--- src/rtl/uart_rx_param.sv ---
`default_nettype none
// ============================================================================
// uart_rx_param : 16x-oversampled UART receiver with a run-time baud divisor.
// Optional parity checker: define UART_RX_PARITY_EN.            Rev 1.0
// ============================================================================
module uart_rx_param #(
  parameter int DATA_BITS   = 8,
  parameter int STOP_BITS   = 1,
  parameter int PARITY_MODE = 1,
  parameter int DIV_W       = 16
) (
  input  logic                 clk,
  input  logic                 rst,
  input  logic [DIV_W-1:0]     baud_div,
  input  logic                 rx,
  output logic [DATA_BITS-1:0] data_out,
  output logic                 data_valid,
  output logic                 parity_err,
  output logic                 frame_err,
  output logic                 busy
);

  localparam logic [DIV_W-1:0] DIV_ONE   = DIV_W'(1);
  localparam logic [3:0]       LAST_BIT  = 4'(DATA_BITS - 1);
  localparam logic             LAST_STOP = (STOP_BITS == 2);
`ifdef UART_RX_PARITY_EN
  localparam logic PAR_EN = (PARITY_MODE != 0);
`else
  // No parity bit on the line whatever the mode says.
  localparam logic PAR_EN = 1'b0 && (PARITY_MODE != 0);
`endif

  typedef enum logic [2:0] {IDLE, START, DATA, PARITY, STOP} state_t;

  state_t               state, state_nx;
  logic                 rx_meta, rx_s;
  logic [DIV_W-1:0]     div_q, tick_cnt;
  logic [3:0]           os_cnt, bit_idx;
  logic                 stop_idx, stop_bad;
  logic [DATA_BITS-1:0] shreg;
  logic                 tick, sample, frame_done;

  always_ff @(posedge clk or posedge rst) begin
    if (rst) begin
      rx_meta <= 1'b1;
      rx_s    <= 1'b1;
    end else begin
      rx_meta <= rx;
      rx_s    <= rx_meta;
    end
  end

  assign tick       = (state != IDLE) && (tick_cnt == div_q - DIV_ONE);
  assign sample     = tick && (os_cnt == 4'd7);
  assign frame_done = (state == STOP) && sample && (stop_idx == LAST_STOP);
  assign busy       = (state != IDLE);

  always_ff @(posedge clk or posedge rst) begin
    if (rst) state <= IDLE;
    else     state <= state_nx;
  end

  always_comb begin
    state_nx = state;
    case (state)
      IDLE:    if (!rx_s) state_nx = START;
      START:   if (sample) state_nx = rx_s ? IDLE : DATA;
      DATA:    if (sample && bit_idx == LAST_BIT) state_nx = PAR_EN ? PARITY : STOP;
      PARITY:  if (sample) state_nx = STOP;
      STOP:    if (frame_done) state_nx = IDLE;
      default: state_nx = IDLE;
    endcase
  end

  // os_cnt keeps counting through START, so the 8th-tick start check leaves
  // every later os_cnt==7 tick exactly at mid-bit.
  always_ff @(posedge clk or posedge rst) begin
    if (rst) begin
      div_q      <= DIV_ONE;
      tick_cnt   <= '0;
      os_cnt     <= 4'd0;
      bit_idx    <= 4'd0;
      stop_idx   <= 1'b0;
      stop_bad   <= 1'b0;
      shreg      <= '0;
      data_out   <= '0;
      data_valid <= 1'b0;
      frame_err  <= 1'b0;
    end else begin
      data_valid <= 1'b0;
      if (state == IDLE) begin
        tick_cnt <= '0;
        os_cnt   <= 4'd0;
        bit_idx  <= 4'd0;
        stop_idx <= 1'b0;
        stop_bad <= 1'b0;
        if (!rx_s) div_q <= (baud_div == '0) ? DIV_ONE : baud_div;
      end else begin
        tick_cnt <= tick ? '0 : tick_cnt + DIV_ONE;
        if (tick) os_cnt <= os_cnt + 4'd1;
        if (sample && state == DATA) begin
          shreg   <= {rx_s, shreg[DATA_BITS-1:1]};
          bit_idx <= bit_idx + 4'd1;
        end
        if (sample && state == STOP) begin
          stop_idx <= ~stop_idx;
          if (!rx_s) stop_bad <= 1'b1;
        end
      end
      if (frame_done) begin
        data_out   <= shreg;
        frame_err  <= stop_bad | ~rx_s;
        data_valid <= 1'b1;
      end
    end
  end

`ifdef UART_RX_PARITY_EN
  logic par_bad;
  always_ff @(posedge clk or posedge rst) begin
    if (rst) begin
      par_bad    <= 1'b0;
      parity_err <= 1'b0;
    end else begin
      if (state == IDLE)
        par_bad <= 1'b0;
      else if (sample && state == PARITY)
        par_bad <= (PARITY_MODE == 2) ? (^shreg ^ rx_s) : ~(^shreg ^ rx_s);
      if (frame_done) parity_err <= par_bad;
    end
  end
`else
  assign parity_err = 1'b0;
`endif

endmodule
`default_nettype wire

--- config.mk ---
export PLATFORM = sky130hd
export DESIGN_NAME = uart_rx_param
export DESIGN_NICKNAME = d
export VERILOG_FILES = /design/src/rtl/uart_rx_param.sv
export SDC_FILE = /design/constraint.sdc
export NUM_CORES = 1
export LEC_CHECK = 0
export CORE_MARGIN = 2
export CORE_UTILIZATION = 54
export CTS_BUF_LIST = sky130_fd_sc_hd__clkbuf_8
export DETAILED_ROUTE_END_ITERATION = 12
export GPL_ROUTABILITY_DRIVEN = 0
export PLACE_DENSITY = 0.78
export SYNTH_ARGS = -nofsm -noshare
export SYNTH_HDL_FRONTEND = slang
export SYNTH_SLANG_ARGS = --single-unit
--- constraint.sdc ---
create_clock -name clk -period 3.2 [get_ports clk]
set_input_delay 0.32 -clock clk [delete_from_list [all_inputs] [get_ports clk]]
set_output_delay 0.32 -clock clk [all_outputs]
set_load 0.01 [all_outputs]
== Yosys cells after proc, flatten, opt, wreduce, memory -nomap -nowiden ==
Index checks and enable logic that the tools add are counted.
Cells by class
  add/sub/neg operators: 4
  $mul: 0
  div/mod/pow operators: 0
  $lt $le $gt $ge: 0
  equal/unequal tests: 13
  shifts and indexed selects: 0
  muxes and demuxes: 20
  bitwise logic cells: 4
  reductions and logical operators: 16
Operator list (number)
  16-bit two-way mux: 3
  16-bit by 1-bit adder with 16-bit output, second input constant: 1
  16-bit equality test: 1
  16-bit logical NOT: 1
  4-bit two-way mux: 4
  16-bit by 1-bit subtractor with 16-bit output, second input constant: 1
  3-bit two-way mux: 5
  3-bit one-hot mux with 5 select lines: 1
  2-bit != test, second input constant: 5
  4-bit by 1-bit adder with 4-bit output, second input constant: 2
  4-bit by 3-bit equality test with 1-bit output, second input constant: 2
  3-bit by 2-bit equality test with 1-bit output, second input constant: 2
  1-bit logical AND: 6
  1-bit two-way mux: 6
  2-bit AND reduction: 3
  2-bit nonzero test: 3
  5-bit AND reduction: 1
  3-bit by 1-bit equality test with 1-bit output, second input constant: 1
  3-bit equality test, second input constant: 1
  3-bit logical NOT: 1
  1-bit NOT: 3
  3-bit nonzero test: 1
  2-bit two-way mux: 1
  2-bit by 1-bit != test with 1-bit output, second input constant: 1
  1-bit bitwise OR: 1
Storage, ports and cells
  bits in registers: 65
  bits in latches: 0
  memory bits (writable): 0
  memory bits (read-only): 0
  bits of input ports: 19
  output and inout port bits: 12
  word-level logic and storage cells: 70
  memories kept: 0

== Depth between registers and ports, before layout ==
  word-level depth: 8
  gate-level depth with buffers: 11
  gate-level depth less buffers: 9

== Least setup slack after synthesis ==
No wires, ideal clock.
  path kind: register to register
  start: reg div_q[1]
  end: reg data_out[0]
  library setup time: 0.125 ns
  arrival time: 3.335 ns
  data required time: 3.075 ns
  path slack: -0.260 ns
  cell stages (with the launch flop): 11
  buffers on the path: 1
  period minus slack after synthesis: 3.460 ns
  cell sequence: dfrtp_1 > inv_1 > ha_1 > or3b_1 > or4_1 > a211oi_2 > o211ai_1 > or4_1 > buf_6 > nor3_4 > mux2_4
Between the ends
  cells in the longest elaborated chain, start to end: 6
Ends and longest elaborated chain
  start, declared: line 37  | logic [DIV_W-1:0] div_q, tick_cnt;
  start signal, assigned: line 97  | if (!rx_s) div_q <= (baud_div == '0) ? DIV_ONE : baud_div;
  16-bit by 1-bit subtractor with 16-bit output: line 53  | assign tick = (state != IDLE) && (tick_cnt == div_q - DIV_ONE);
  16-bit equality test: line 53
  1-bit logical AND: line 53
  1-bit logical AND: line 54  | assign sample = tick && (os_cnt == 4'd7);
  1-bit logical AND (2 in series): line 55  | assign frame_done = (state == STOP) && sample && (stop_idx == LAST_STOP);
  end signal, assigned: line 111  | data_out <= shreg;
  end, declared: line 16  | output logic [DATA_BITS-1:0] data_out,
Every way passes these cells.
A chain may end at the register's enable or synchronous reset.

== Worst setup path in the final report ==
  start: reg div_q[1]
  end: reg bit_idx[3]
Between the ends
  cells in the longest elaborated chain, start to end: 6
Ends and longest elaborated chain
  16-bit by 1-bit subtractor with 16-bit output: line 53
  16-bit equality test: line 53
  1-bit logical AND: line 53
  1-bit logical AND: line 54
  1-bit logical AND: line 101  | if (sample && state == DATA) begin
  2-bit nonzero test (no line)
  end signal, assigned: line 103  | bit_idx <= bit_idx + 4'd1;
  end, declared: line 38  | logic [3:0] os_cnt, bit_idx;
Every way passes these cells.

==> qor.yml <==
worst_ep_required_time_ps: 3470
die-height_microns: 84.1
setup_viol: 1
final_layout_size_suffix_gt1_share_pct: 24.3
max_cap_viol_count: 0
synth-edff-count: 0
global_route_wire_length_before_repair_microns: 12700
wire_per_inst_microns: 16.5
clk_path_buf_depth: 2
worst_path_max_delay_cell: "sky130_fd_sc_hd__or4_4"
areaGrowthSynthToFinish_pct: 24.3
timing.critical_path.mode_cell: "sky130_fd_sc_hd__or4_4"
detailroute.via_count: 2713
io_pins: 31
path_cells: "inv_2 -> ha_4 -> or3b_4 -> or4_4 -> a211oi_2 -> o211ai_1 -> or4_4 -> buf_8 -> nor4_4 -> mux2i_1"
transition_time_at_the_pin_with_the_least_slew_margin_ps: 572
leakage_component_of_the_power_nw: 1.86
layout_min_cycle_time_ps: 3210
synth_seq_cells: 65
instance_count_of_the_mapped_netlist: 322
syn_area_sq_um: 3460
core_region_area_sq_um: 6280
area_contributors_post_synth: "sky130_fd_sc_hd__dfrtp_1 45%, sky130_fd_sc_hd__mux2_2 6.8%, sky130_fd_sc_hd__xnor2_1 6.1%"
tritoncts_clock_tree: "done"
clkSlewWorstSetupHoldPaths_ps: 80
max_slew_margin_pct: 61.8
violations_in_the_final_reports: "negative setup slack"
layout.cell_area.non_filler_sq_um: 4300
tritoncts.num_buffers: 9
finClkSkew_ps: 6.47
num_antenna_cells: 0
fp.dieArea_sq_um: 7070
remaining_number_of_nets_flagged_by_the_antenna_check_after_routing: 0
placed_area_sq_um: 3980
element_type_at_the_critical_path_end: "flip-flop"
finalCritPeriodShare_pct: 100
grt_pass1_vias: 2713
cp_slowest_stage_delay_ps: 500
grt.total_usage_pct: 22.6
setup_slack_ps: -6.15
hp-class: "in2async"
power.ir.vdd_worst_uv: 291
synth_cell_type_count: 53
postSynthNetCount: 345
post_route_utilization_pct: 68.5
critPathTopFamily: "simple AND/OR/NAND/NOR gates"
synth-warning-count: 0
drt-vias-per-instance: 5.95
synth_flop_cell: "sky130_fd_sc_hd__dfrtp_1"
crit_fanout: 16
dr.first_iter.drc_count: 137
hold_violations: 0
worstSetupStartpointType: "flip-flop"
synth.top_cell.area_share_pct: 44.8
clockRootBuffer: "sky130_fd_sc_hd__clkbuf_8"
setup.worst_path.class: "reg2reg"
powerDensity_nw_per_um2: 439
cp_data_arrival_time_ps: 3480
ctsHoldBuffers: 0
grt_start_max_net_pins: 27
maxClockFrequency_mhz: 312
buffer_ports.inserted: 29
synth.largest_area_cell: "sky130_fd_sc_hd__dfrtp_1"
postSynth.asyncResetShare_pct: 100
clock_tree.htree_level_count: 3
design.final.nets: 397
postRouteWirelength_microns: 7540
place_hpwl_microns: 5380
num_rows: 29
syn_avg_cell_area_sq_um: 10.8
initial_antenna_violation_count: 0
final_max_tran_viols: 0
setup-tns-final_ps: -6.15
dieWidth_microns: 84.1
detail_route.drc_violations: 0
fin_hold_ws_ps: 346
run_status: "finished, violations left"
overflow: 0
critical_path.n_buffers_inverters: 2
drt_pass1_iterations: 4
cts.sink_count: 65
start_util_pct: 55.2
synth-seq-area-share_pct: 47.1
worstSkewPairLatency_ps: 350
==> per-stage QoR <==
step | std cells | power (mW) | worst slack (ps)
final | 456 | 1.89 | -6.15
after global routing | 456 | 1.97 | -80.4
after CTS | 454 | 1.88 | 19.6
after detailed placement | 438 | 1.17 | -117
after global placement | 438 | 1.16 | -36.7
after floorplan | 322 | 1.08 | -174
==> path summary, 6_finish.rpt <==
kind,from,to,slack (ps),cells past startpoint
max,div_q[1],bit_idx[3],-6,10
min,rst,tick_cnt[5],350,2
max reg2reg,div_q[1],bit_idx[3],-6,10
min reg2reg,rx_meta,rx_s,360,0
max in group asynchronous,rst,div_q[0],2080,3
min in group clk,rx_meta,rx_s,360,0
==> cells in the mapped netlist, types with 3 or more instances <==
cell	count
sky130_fd_sc_hd__inv_1	9
sky130_fd_sc_hd__nand2b_1	6
sky130_fd_sc_hd__xnor2_1	24
sky130_fd_sc_hd__nand2_1	19
sky130_fd_sc_hd__mux2_2	21
sky130_fd_sc_hd__ha_1	4
sky130_fd_sc_hd__nor3_1	12
sky130_fd_sc_hd__xor2_1	13
sky130_fd_sc_hd__or3_1	5
sky130_fd_sc_hd__dfrtp_1	62
sky130_fd_sc_hd__nor2_1	27
sky130_fd_sc_hd__nor4_1	12
sky130_fd_sc_hd__dfstp_2	3
sky130_fd_sc_hd__clkbuf_1	8
sky130_fd_sc_hd__nand4_1	6
sky130_fd_sc_hd__and3_1	5
sky130_fd_sc_hd__or4_1	5
sky130_fd_sc_hd__mux2_4	9
sky130_fd_sc_hd__nand3_1	14
sky130_fd_sc_hd__a21oi_1	5
sky130_fd_sc_hd__o21ai_0	7
sky130_fd_sc_hd__mux2i_1	3
==> sequential cells by signal, indices dropped and copies added (netlist names) <==
signal and flops:
data_out 8, bit_idx 4, rx_s 1, div_q 16, tick_cnt 16, state 3, shreg 8, stop_bad 1
stop_idx 1, os_cnt 4, data_valid 1, rx_meta 1, frame_err 1
==> metal layers <==
layer  global-route usage [%]  part of all wire (%)  up-vias
met5                        0                     0        -
met1                     29.9                    45     1338
met2                     36.6                    47       89
met3                     4.75                   5.1       17
met4                     8.21                   2.2        0
li1                         -                     -     1269
==> power breakdown <==
group	internal [mW]	switching (mW)	total, mW	leakage, nW
combinational	0.124	0.130	0.254	0.905
clock	0.367	0.349	0.715	0.101
sequential	0.860	0.0580	0.918	0.850
==> cell usage in the layout, fill, tap and decap left out, types with 3 or more instances in the layout <==
cell	n
sky130_fd_sc_hd__nor3_1	10
sky130_fd_sc_hd__mux2_2	20
sky130_fd_sc_hd__or4_1	3
sky130_fd_sc_hd__buf_4	20
sky130_fd_sc_hd__nor4_1	10
sky130_fd_sc_hd__or4_4	3
sky130_fd_sc_hd__and3_1	5
sky130_fd_sc_hd__inv_1	7
sky130_fd_sc_hd__dfstp_2	3
sky130_fd_sc_hd__xnor2_1	24
sky130_fd_sc_hd__mux2i_1	3
sky130_fd_sc_hd__mux2_4	10
sky130_fd_sc_hd__or3_1	5
sky130_fd_sc_hd__xor2_1	13
sky130_fd_sc_hd__clkbuf_8	9
sky130_fd_sc_hd__ha_1	3
sky130_fd_sc_hd__o21ai_0	7
sky130_fd_sc_hd__dfrtp_1	62
sky130_fd_sc_hd__nand3_1	14
sky130_fd_sc_hd__nand2b_1	6
sky130_fd_sc_hd__nor2_1	27
sky130_fd_sc_hd__a21oi_1	4
sky130_fd_sc_hd__nand4_1	6
sky130_fd_sc_hd__clkinv_4	3
sky130_fd_sc_hd__clkdlybuf4s50_1	29
sky130_fd_sc_hd__nand2_1	19
==> final cells by class <==
type,instances,area (sq um)
clock inverter,7,80.1
clock buffer,9,124
multi-input combinational,235,1820
inverter,9,33.8
sequential,65,1630
fill,475,1980
timing repair buffer,54,518
tap,77,96.3
==> repair_timing <==
| action | CTS | global route |
|---|---|---|
| cloned | 0 | 1 |
| gates resized for setup | 5 | 16 |
| endpoints found under the hold margin | 0 | 0 |
| buffers inserted | 0 | 1 |
| setup endpoints to repair | 41 | 45 |
| pin swaps | 1 | 1 |
==> cell families after synthesis <==
logic type      after synthesis  synth area share, %
mux                          35                 12.3
buf+inv                      22                 2.93
fa+ha+maj                     4                 1.45
simple gates                122                 19.2
other cells                   1                0.108
compound gates               36                 7.66
flops                        65                 47.1
xor+xnor                     37                 9.36
No activity file was read; power rests on OpenSTA's default activity.
